===== src/rtl/ibex_pmp_chk_arb.sv =====
// Round-robin arbiter that shares one PMP checker channel among several requesters.
// Optional IBEX_PMP_ARB_CFG_FENCE_EN: hold off grants and result capture during PMP CSR updates.
module ibex_pmp_chk_arb #(
    parameter int NumReq = 3,
    parameter int IdW    = $clog2(NumReq)
) (
    input  logic                 clk_i,
    input  logic                 rst_i,
    input  logic [NumReq-1:0]    req_valid_i,
    output logic [NumReq-1:0]    req_ready_o,
    input  logic [NumReq*34-1:0] req_addr_i,
    input  logic [NumReq*2-1:0]  req_type_i,
    input  logic [NumReq*2-1:0]  req_priv_i,
    output logic [NumReq-1:0]    rsp_valid_o,
    input  logic [NumReq-1:0]    rsp_ready_i,
    output logic                 rsp_err_o,
    output logic [33:0]          pmp_req_addr_o,
    output logic [1:0]           pmp_req_type_o,
    output logic [1:0]           pmp_priv_mode_o,
    input  logic                 pmp_req_err_i,
    input  logic                 pmp_cfg_update_i,
    output logic                 busy_o
);

    localparam logic [1:0] PMP_ACC_READ = 2'b10;
    localparam logic [1:0] PRIV_LVL_U   = 2'b00;

    typedef enum logic [1:0] {
        IDLE  = 2'b00,
        CHECK = 2'b01,
        RESP  = 2'b10
    } state_e;

    state_e           state_q;
    logic [IdW-1:0]   prio_q;
    logic [IdW-1:0]   id_q;
    logic             err_q;
    logic [33:0]      addr_q;
    logic [1:0]       type_q;
    logic [1:0]       priv_q;

    logic [IdW-1:0]   winner;
    logic             found;
    logic             grant_ok;
    logic             sample_ok;

    logic [33:0]      addr_arr [NumReq];
    logic [1:0]       type_arr [NumReq];
    logic [1:0]       priv_arr [NumReq];

    for (genvar g = 0; g < NumReq; g++) begin : g_unpack
        assign addr_arr[g] = req_addr_i[g*34 +: 34];
        assign type_arr[g] = req_type_i[g*2 +: 2];
        assign priv_arr[g] = req_priv_i[g*2 +: 2];
    end

`ifdef IBEX_PMP_ARB_CFG_FENCE_EN
    assign grant_ok  = found & ~pmp_cfg_update_i;
    assign sample_ok = ~pmp_cfg_update_i;
`else
    logic unused_cfg_update;
    assign unused_cfg_update = pmp_cfg_update_i;
    assign grant_ok  = found;
    assign sample_ok = 1'b1;
`endif

    // Round-robin pick: first valid requester scanning upward from prio_q with wrap.
    always_comb begin
        logic [IdW:0]   sum;
        logic [IdW-1:0] idx;
        logic           hit;
        found  = 1'b0;
        winner = '0;
        sum    = '0;
        idx    = '0;
        hit    = 1'b0;
        for (int k = 0; k < NumReq; k++) begin
            sum    = {1'b0, prio_q} + (IdW+1)'(k);
            idx    = (sum >= (IdW+1)'(NumReq)) ? IdW'(sum - (IdW+1)'(NumReq)) : IdW'(sum);
            hit    = ~found & req_valid_i[idx];
            winner = hit ? idx : winner;
            found  = found | hit;
        end
    end

    // One-hot grant, offered only while idle.
    always_comb begin
        req_ready_o = '0;
        if (state_q == IDLE && grant_ok) begin
            req_ready_o[winner] = 1'b1;
        end else begin
            req_ready_o = '0;
        end
    end

    // One-hot response valid towards the requester that owns the in-flight check.
    always_comb begin
        rsp_valid_o = '0;
        if (state_q == RESP) begin
            rsp_valid_o[id_q] = 1'b1;
        end else begin
            rsp_valid_o = '0;
        end
    end

    // Arbitration FSM and channel registers.
    always_ff @(posedge clk_i) begin
        if (rst_i) begin
            state_q <= IDLE;
            prio_q  <= '0;
            id_q    <= '0;
            err_q   <= 1'b0;
            addr_q  <= 34'h0;
            type_q  <= PMP_ACC_READ;
            priv_q  <= PRIV_LVL_U;
        end else begin
            case (state_q)
                IDLE: begin
                    if (grant_ok) begin
                        addr_q  <= addr_arr[winner];
                        type_q  <= type_arr[winner];
                        priv_q  <= priv_arr[winner];
                        id_q    <= winner;
                        state_q <= CHECK;
                    end
                end
                CHECK: begin
                    if (sample_ok) begin
                        err_q   <= pmp_req_err_i;
                        state_q <= RESP;
                    end
                end
                RESP: begin
                    if (rsp_ready_i[id_q]) begin
                        prio_q  <= (id_q == IdW'(NumReq - 1)) ? '0 : id_q + IdW'(1);
                        state_q <= IDLE;
                    end
                end
                default: begin
                    state_q <= IDLE;
                end
            endcase
        end
    end

    assign pmp_req_addr_o  = addr_q;
    assign pmp_req_type_o  = type_q;
    assign pmp_priv_mode_o = priv_q;
    assign rsp_err_o       = err_q;
    assign busy_o          = (state_q != IDLE);

endmodule


===== config.mk =====
export PLATFORM = sky130hd
export DESIGN_NAME = ibex_pmp_chk_arb
export DESIGN_NICKNAME = d
export VERILOG_FILES = /design/src/rtl/ibex_pmp_chk_arb.sv
export SDC_FILE = /design/constraint.sdc
export NUM_CORES = 1
export LEC_CHECK = 0
export CAP_MARGIN = 20
export CORE_MARGIN = 1
export CORE_UTILIZATION = 37
export CTS_CLUSTER_DIAMETER = 50
export DETAILED_ROUTE_END_ITERATION = 10
export PLACE_DENSITY_LB_ADDON = 0.12
export RECOVER_POWER = 50
export SYNTH_ARGS = -nofsm -noshare
export SYNTH_HDL_FRONTEND = slang
export SYNTH_SLANG_ARGS = --single-unit

===== constraint.sdc =====
create_clock -name clk_i -period 4.05 [get_ports clk_i]
set_clock_uncertainty 0.2 [all_clocks]
set_input_delay 1.0125 -clock clk_i [delete_from_list [all_inputs] [get_ports clk_i]]
set_output_delay 1.0125 -clock clk_i [all_outputs]
set_load 0.03 [all_outputs]

* Word-level counts from Yosys, hierarchy flattened
Cells that the tools add are included.
** Storage, ports and cells
- Register bits after elaboration :: 45
- Latch bits :: 0
- Memory bits (writable) :: 0
- ROM bits :: 0
- Bits of input ports :: 124
- Memories :: 0
** Cells by class
- $add $sub $neg :: 6
- Multiply operators :: 0
- Divide/modulo/power cells :: 0
- $lt $le $gt $ge :: 11
- Eq/ne operators :: 5
- Shifts and indexed selects :: 0
- Multiplexer cells :: 33
- Bitwise operators :: 7
- Reductions and logical operators :: 8
** Operators with widths (number)
- binary-select mux 34 bit (select 2 bit) :: 1
- 2-to-1 mux 34 bit :: 2
- 2-to-1 mux 2 bit :: 13
- < comparator 2 x 3 -> 1 bit (second input constant) :: 5
- binary-select mux 1 bit (select 2 bit) :: 4
- binary-select mux 2 bit (select 2 bit) :: 2
- greater-or-equal comparator 3 x 2 -> 1 bit (second input constant) :: 2
- 2-to-1 mux 1 bit :: 6
- 2-to-1 mux 3 bit :: 2
- one-hot mux 2 bit (3 select lines) :: 1
- AND reduction 2 bit :: 3
- subtractor 2 bit (second input constant) :: 3
- demux 1 bit (select 2 bit) :: 2
- equality test 2 bit (second input constant) :: 2
- greater-or-equal comparator 2 x 1 -> 1 bit (second input constant) :: 2
- adder 2 x 1 -> 3 bit (second input constant) :: 1
- adder 2 x 2 -> 3 bit (second input constant) :: 1
- greater-or-equal comparator 3 bit (second input constant) :: 1
- logical AND 1 bit :: 3
- inverter 2 -> 3 bit :: 1
- adder 2 x 1 -> 2 bit (second input constant) :: 1
- bitwise AND 1 bit :: 2
- equality test 2 x 1 -> 1 bit (second input constant) :: 1
- greater-or-equal comparator 2 bit (second input constant) :: 1
- other kinds (6) :: 8

* Depth between registers and ports, before layout
Gate-level depths: netlist (run 1).
- Depth in word-level cells :: 15
- Mapped depth :: 11
- Gate-level depth less buffers :: 8

* Worst setup path before layout (run 1)
OpenSTA, ideal clock, no wires.
- Kind :: input -> output
- Start :: input port req_valid_i[1]
- End :: output port req_ready_o[1]
- Arrival :: 2.442 ns
- Slack :: 0.396 ns
- Cell stages on the path :: 7
- Buffers on the path :: 2
- Cell sequence :: mux2i_1 o22ai_2 o32ai_1 mux2i_1 buf_4 buf_6 nor2_1
** Between the ends
- Cells in the longest elaborated chain, start to end :: 13
- Elaborated cells between the ends (all ways) :: 22
- Classes of those cells :: order compare (2); mux (12); bitwise (6); reduce/logical (2)
** RTL lines
- from (decl) :: line 9 : input logic [NumReq-1:0] req_valid_i,
- binary-select mux 1 bit (select 2 bit) :: line 80 : hit = ~found & req_valid_i[idx];
- 2-to-1 mux 1 bit (implied by the code) :: line 80
- inverter 1 bit :: line 80
- bitwise AND 1 bit :: line 80
- bitwise OR 1 bit :: line 82 : found = found | hit;
- inverter 1 bit :: line 80
- bitwise AND 1 bit :: line 80
- 2-to-1 mux 2 bit :: line 81 : winner = hit ? idx : winner;
- < comparator 2 x 3 -> 1 bit (implied by the code) or greater-or-equal comparator 2 x 1 -> 1 bit (tied branches) :: line 90 : req_ready_o[winner] = 1'b1;
- logical AND 1 bit (implied by the code) :: line 90
- 2-to-1 mux 1 bit (implied by the code) :: line 90
- demux 1 bit (select 2 bit) :: line 90
- 2-to-1 mux 3 bit * :: line 89 : if (state_q == IDLE && grant_ok) begin
- to (decl) :: line 10 : output logic [NumReq-1:0] req_ready_o,
Mark *: on every way between the ends. The rest lies on a longest branch, timed or not. The select of a mux whose other input is x is not followed.

* Worst setup path after layout (run 1)
- Start :: input port req_valid_i[1]
- End :: output port req_ready_o[2]
Same word-level chain as after synthesis.

==> impl_metrics.yaml, run 1 <==
synthesis:
  synthMuxAreaShare_pct: 16.51
  synth_flop_cell: "dfxtp_1"
  synth_compound_area_share_pct: 21.93
  ys_types: 39
  syn_nets: 405
  synth-seq-cells: 45
  synth_edf_count: 0
  synth_top_family_by_area: "compound AO/OA/AOI/OAI gates"
  ys_seq_area_share_pct: 33.03
  synthAdderAreaFrac_pct: 1.835
  yosys_warnings: 0
  synth_simple_gate_area_share_pct: 20.96
  synthCells: 277
  synth.avg_cell_area_um2: 9.847
  yosys.area_share.xor_xnor_pct: 0
  syn-cell-area_mm2: 0.002728
  async_flop_share_pct: 0
place:
  pre_cts_slack_ps: 134.1
  place.gp.congestion: 0.7659
  dpl-instance-area_mm2: 0.004484
  dp_hpwl_mm: 6.417
  port_buffers: 168
power_and_ir_drop:
  pwr-share-comb_pct: 45.9
  p_total_mw: 1.538
  pwr-share-seq_pct: 35.4
  peakVddDrop_uv: 184.1
  switchingPower_mw: 0.5782
  power.leakage_nw: 1.909
  cellPowerDensity_mw_per_mm2: 335.5
  swShare_pct: 37.59
  intPower_mw: 0.9599
  power.share.clock_pct: 18.8
run_status:
  violations: "capacitance limit, slew limit"
  status: "complete, but fails checks"
critical_path:
  cp_slowest_cell: "clkdlybuf4s50_1"
  setup.worst_path.class: "input pin to output port"
  r2r_slack_ps: 970
  crit_fanout: 6
  timing.rr.start: "prio_q[0]$_SDFFE_PP0P_"
  crit_path_start: "req_valid_i[1]"
  cp.arrival_ps: 2780
  cp_slowest_stage_delay_ps: 580
  worstPathRequired_ps: 2840
  end_kind: "output port"
  critPathLaunchType: "input pin"
  path_cells: "clkdlybuf4s50_1, mux2i_1, o22ai_2, o31ai_4, a211oi_2, buf_4"
  rr_endpoint: "pmp_req_addr_o[2]$_SDFFE_PP0P_"
  critPathCapture: "req_ready_o[2]"
  ff2ff_path_depth: 9
clock_network:
  cts_tree: "built"
  clk_pin_slew_worst_paths_ps: 100
  ctsRootBufferMaster: "clkbuf_8"
  cts_sinks: 45
  post_cts_buffers: 0
  clk_latency_ps: 300
  htree_levels: 2
  cts_made_buffers: 5
  clock_path_buffers: 2
  ctsHoldBuffers: 0
  post_cts_resized: 0
floorplanning:
  start_util_pct: 39.28
  die_h_um: 87.86
  die-area_mm2: 0.007719
  ios: 170
  rows: 30
  die_w_um: 87.86
  core_area_mm2: 0.006944
sta:
  period_share_pct: 98.69
  worstMarginPinSlew_ps: 1621
  drv_slew: 50
  holdWs_ps: 295.7
  maxSlewHeadroom_pct: -8.088
  timing.fmax_ghz: 0.2502
  setup_ws_ps: 53.23
  timing.final.crit_period_ps: 3997
  hold_viol: 0
  setup_viol: 0
drt:
  via_count: 2846
  drc: 0
  first_iter_violations: 93
  drt_wl_total_mm: 8.611
  antenna_left: 0
  drtPass1Iterations: 4
  wl_per_cell_um: 16.16
  vias_per_cell: 5.340
global_routing:
  track_usage_pct: 22.15
  antenna_found_initial: 0
  grtUsageMet2_pct: 39.46
  grt_pass1_vias: 2834
  grt_pass1_wl_mm: 13.41
  grt_use_met1_pct: 25.55
  grtUsageMet3_pct: 7.163
  grt.overflow.total: 0
  grt_max_degree: 50
  grt-busiest-layer: "met2"
run:
  maxCapViolCount: 1
final_layout:
  drive_above_1_share_pct: 10.98
  finalNetCount: 564
  syn2layout_area_growth_pct: 68.07
  diodes: 0
  finalInstanceArea_mm2: 0.004584
hold_path:
  worstHoldPathType: "flop to flop"
[worst min path at each step]
| stage | startpoint | to | cells after the start |
|---|---|---|---|
| after floorplan | id_q[0]$_SDFFE_PP0P_ | id_q[0]$_SDFFE_PP0P_ | 2 |
| after global placement | pmp_req_type_o[1]$_SDFFE_PP1P_ | pmp_req_type_o[1]$_SDFFE_PP1P_ | 2 |
| after detailed placement | pmp_req_type_o[1]$_SDFFE_PP1P_ | pmp_req_type_o[1]$_SDFFE_PP1P_ | 2 |
| after CTS | pmp_req_type_o[1]$_SDFFE_PP1P_ | pmp_req_type_o[1]$_SDFFE_PP1P_ | 2 |
| after global routing | pmp_req_type_o[1]$_SDFFE_PP1P_ | pmp_req_type_o[1]$_SDFFE_PP1P_ | 2 |
| final | pmp_req_type_o[1]$_SDFFE_PP1P_ | pmp_req_type_o[1]$_SDFFE_PP1P_ | 2 |
[metal layers]
metal	vias to the layer above	part of all wire, %
li1	1384	-
met1	1324	41
met2	130	49
met3	8	9.1
met4	0	1.1
met5	-	0
[flip-flops by register name (all words and copies together), names as in the netlist]
signal	cells
prio_q	2
state_q	2
rsp_err_o	1
pmp_req_addr_o	34
pmp_priv_mode_o	2
id_q	2
pmp_req_type_o	2
[synthesized netlist by cell type (2+ instances only)]
library cell | n | area [um2]
dfxtp_1 | 45 | 900.9
mux2i_1 | 45 | 450.4
nand3b_1 | 27 | 202.7
nand4b_1 | 25 | 219.0
o211ai_2 | 18 | 225.2
clkbuf_1 | 16 | 60.06
a22oi_1 | 12 | 90.09
o22ai_1 | 12 | 75.07
nor2_1 | 10 | 37.54
nand2_1 | 8 | 30.03
o211ai_1 | 8 | 60.06
buf_2 | 5 | 25.02
inv_1 | 5 | 18.77
a21oi_1 | 4 | 20.02
ha_1 | 4 | 50.05
buf_6 | 3 | 33.78
nand2b_1 | 3 | 18.77
a211oi_1 | 2 | 15.01
buf_4 | 2 | 15.01
nand3_1 | 2 | 10.01
nor2b_1 | 2 | 12.51
nor3b_1 | 2 | 15.01
[kinds of logic (layout without fill, tap and decap cells)]
| kind of cell | after synthesis | count (layout) |
|---|---|---|
| simple gates | 83 | 83 |
| compound gates | 68 | 68 |
| buf+inv | 32 | 192 |
| mux | 45 | 45 |
| fa+ha+maj | 4 | 4 |
| flops | 45 | 45 |
[through the flow]
| step | cells | utilization, % | TNS (ps) |
|---|---|---|---|
| global placement | 525 | 64.58 | 0 |
| detailed placement | 525 | 64.58 | 0 |
| global route | 533 | 66.02 | -22.04 |
| floorplan | 277 | - | 0 |
| finish | 533 | 66.02 | 0 |
| CTS | 533 | 65.93 | 0 |
[power by group through the flow]
stage	logic, mW	registers [mW]	clock network (mW)
after global placement	0.723	0.554	0
after floorplan	0.279	0.676	0
after global routing	0.751	0.554	0.313
after CTS	0.732	0.548	0.297
after detailed placement	0.729	0.558	0
final	0.705	0.544	0.289
[worst max-delay path: cells and delay by family]
| kind | cells | cell delay (ps) |
|---|---|---|
| AO/OA/AOI/OAI | 3 | 850 |
| multiplexers | 1 | 120 |
| buffers and inverters | 2 | 810 |
[cell usage in the layout, fill, tap and decap left out, types with 3 or more instances in the layout]
| cell type | instances |
|---|---|
| clkdlybuf4s50_1 | 125 |
| dfxtp_1 | 45 |
| mux2i_1 | 44 |
| dlygate4sd3_1 | 39 |
| nand3b_1 | 27 |
| nand4b_1 | 25 |
| o211ai_2 | 18 |
| a22oi_1 | 12 |
| o22ai_1 | 12 |
| buf_4 | 11 |
| nor2_1 | 10 |
| nand2_1 | 8 |
| o211ai_1 | 8 |
| inv_1 | 5 |
| clkbuf_8 | 5 |
| a21oi_1 | 4 |
| ha_1 | 4 |
| nand2b_1 | 3 |
[layout make-up]
type	count	area, um2
fillers	587	2360
inverters	6	22.52
repair buffers	178	1752
clock buffers	5	68.82
flip-flops and latches	45	900.9
clock inverters	3	25.02
multi-input cells	200	1695
well taps	96	120.1
(Power assumes the default switching activity.)
==> run 2: changes to the inputs <==
--- a/config.mk
+++ b/config.mk
@@ -6,9 +6,10 @@
 export NUM_CORES = 1
 export LEC_CHECK = 0
 export CAP_MARGIN = 20
-export CORE_MARGIN = 1
+export CORE_MARGIN = 10
 export CORE_UTILIZATION = 37
 export CTS_CLUSTER_DIAMETER = 50
+export CTS_CLUSTER_SIZE = 40
 export DETAILED_ROUTE_END_ITERATION = 10
 export PLACE_DENSITY_LB_ADDON = 0.12
 export RECOVER_POWER = 50
==> run 2 against run 1 <==
  * The run now ends clean
  * Final area decreased by 0.68%
  * Final cell count rose by 0.56%
  * Critical path depth rose by 1
  * Register-to-register slack gained 50 ps
  * Critical endpoint is now req_ready_o[1]
==> impl_metrics.yaml, run 2 (synthesis results as in run 1) <==
drt:
  via_count: 2785
  drtPass1Iterations: 4
  first_iter_violations: 90
  drt_wl_total_mm: 9.837
  drc: 0
  wl_per_cell_um: 18.35
  vias_per_cell: 5.196
  antenna_left: 0
sta:
  setup_viol: 0
  maxSlewHeadroom_pct: 15.35
  hold_viol: 0
  rsz0062_at_grt: "yes"
  timing.fmax_ghz: 0.2539
  drv_slew: 0
  timing.final.crit_period_ps: 3939
  period_share_pct: 97.26
  worstMarginPinSlew_ps: 1270
  setup_ws_ps: 111.2
critical_path:
  r2r_slack_ps: 1020
  worstPathRequired_ps: 2840
  setup.worst_path.class: "input pin to output port"
  crit_fanout: 6
  end_kind: "output port"
  cp.arrival_ps: 2730
  critPathLaunchType: "input pin"
place:
  place_inst: 528
  pre_cts_slack_ps: 121.6
  port_buffers: 168
  dp_hpwl_mm: 7.633
  place.gp.congestion: 0.7982
clock_network:
  ctsHoldBuffers: 0
  htree_levels: 2
  cts_made_buffers: 5
  clk_latency_ps: 290
  post_cts_buffers: 0
  clk_pin_slew_worst_paths_ps: 80
  cts_sinks: 45
  cts_tree: "built"
  clock_path_buffers: 2
  post_cts_resized: 0
  ctsRootBufferMaster: "clkbuf_8"
floorplanning:
  start_util_pct: 37.81
  die-area_mm2: 0.01121
  die_h_um: 105.9
  core_area_mm2: 0.007214
  ios: 170
  rows: 31
  die_w_um: 105.9
final_layout:
  multi_input_area_mm2: 0.001684
  diodes: 0
  fillCellCount: 645
  final_common_cell: "clkdlybuf4s50_1"
  drive_above_1_share_pct: 10.30
  mostFrequentLayoutCells: "clkdlybuf4s50_1, dfxtp_1, mux2i_1"
  largest_register_ffs: 34
  syn2layout_area_growth_pct: 66.93
  finalNetCount: 564
  seq_area_um2: 900.9
  fin_cells: 536
global_routing:
  antenna_found_initial: 0
  track_usage_pct: 16.39
  grt_pass1_wl_mm: 15.02
  grt_max_degree: 39
  grt_pass1_vias: 2960
  grt.overflow.total: 0
run_status:
  status: "finished, final reports clean"
run:
  maxCapViolCount: 0
power_and_ir_drop:
  peakVddDrop_uv: 164.0
  cellPowerDensity_mw_per_mm2: 333.7
  power.leakage_nw: 1.901
hold_path:
  worstHoldPathType: "flop to flop"
==> run 2: path summary, 6_finish.rpt <==
| check | from | to | cells after the start |
|---|---|---|---|
| setup / recovery | req_valid_i[1] | req_ready_o[1] | 7 |
| hold / removal | rsp_err_o$_SDFFE_PP0N_ | rsp_err_o$_SDFFE_PP0N_ | 2 |
| setup reg to reg | prio_q[0]$_SDFFE_PP0P_ | pmp_req_addr_o[30]$_SDFFE_PP0P_ | 9 |
| hold reg to reg | rsp_err_o$_SDFFE_PP0N_ | rsp_err_o$_SDFFE_PP0N_ | 2 |
==> run 2: stage by stage <==
stage	hold slack (ps)	cell area, um2	util, %	setup TNS [ps]	power (mW)
CTS	312.5	4558	63.18	0	1.564
global placement	279.9	4476	62.04	0	1.279
floorplan	287.6	2728	-	0	0.9558
detailed placement	292.5	4476	62.04	0	1.288
finish	300.1	4553	63.11	0	1.519
global route	342.4	4553	63.11	-10.56	1.598
==> run 2: power by group <==
part / total, mW / switching [mW] / internal [mW]
combinational: 0.701 / 0.382 / 0.320
sequential: 0.544 / 0.0342 / 0.510
clock: 0.274 / 0.154 / 0.120
total: 1.52 / 0.570 / 0.949
==> run 2: area by class of cell <==
cell class / instances / share of cell area [%]
Clock buffer: 6 / 1.594
Clock inverter: 2 / 0.2198
Inverter: 6 / 0.4946
Multi-Input combinational cell: 200 / 36.99
Sequential cell: 45 / 19.79
Tap cell: 99 / 2.721
Timing Repair Buffer: 178 / 38.20
==> run 2: per-layer routing <==
metal  vias up  part of all wire [%]  global-route usage, %
met4         0                  0.46                  2.611
met1      1307                    38                  16.58
met3         4                   8.9                  8.039
li1       1384                     -                      -
met2        90                    52                  30.12
met5         -                     0                      0
==> run 2: worst max-delay path, stage by stage <==
cell and delay (ps):
clkdlybuf4s50_1 510, mux2i_1 210, o22ai_2 150, o32ai_1 450
mux2i_4 110, nor2_1 110, buf_4 170
==> run 3: changes to the inputs <==
--- a/config.mk
+++ b/config.mk
@@ -13,6 +13,7 @@
 export DETAILED_ROUTE_END_ITERATION = 10
 export PLACE_DENSITY_LB_ADDON = 0.12
 export RECOVER_POWER = 50
+export SLEW_MARGIN = 0
 export SYNTH_ARGS = -nofsm -noshare
 export SYNTH_HDL_FRONTEND = slang
 export SYNTH_SLANG_ARGS = --single-unit
==> results of run 3 <==
No change in the layout: final DEF, timing and power equal those of run 2.
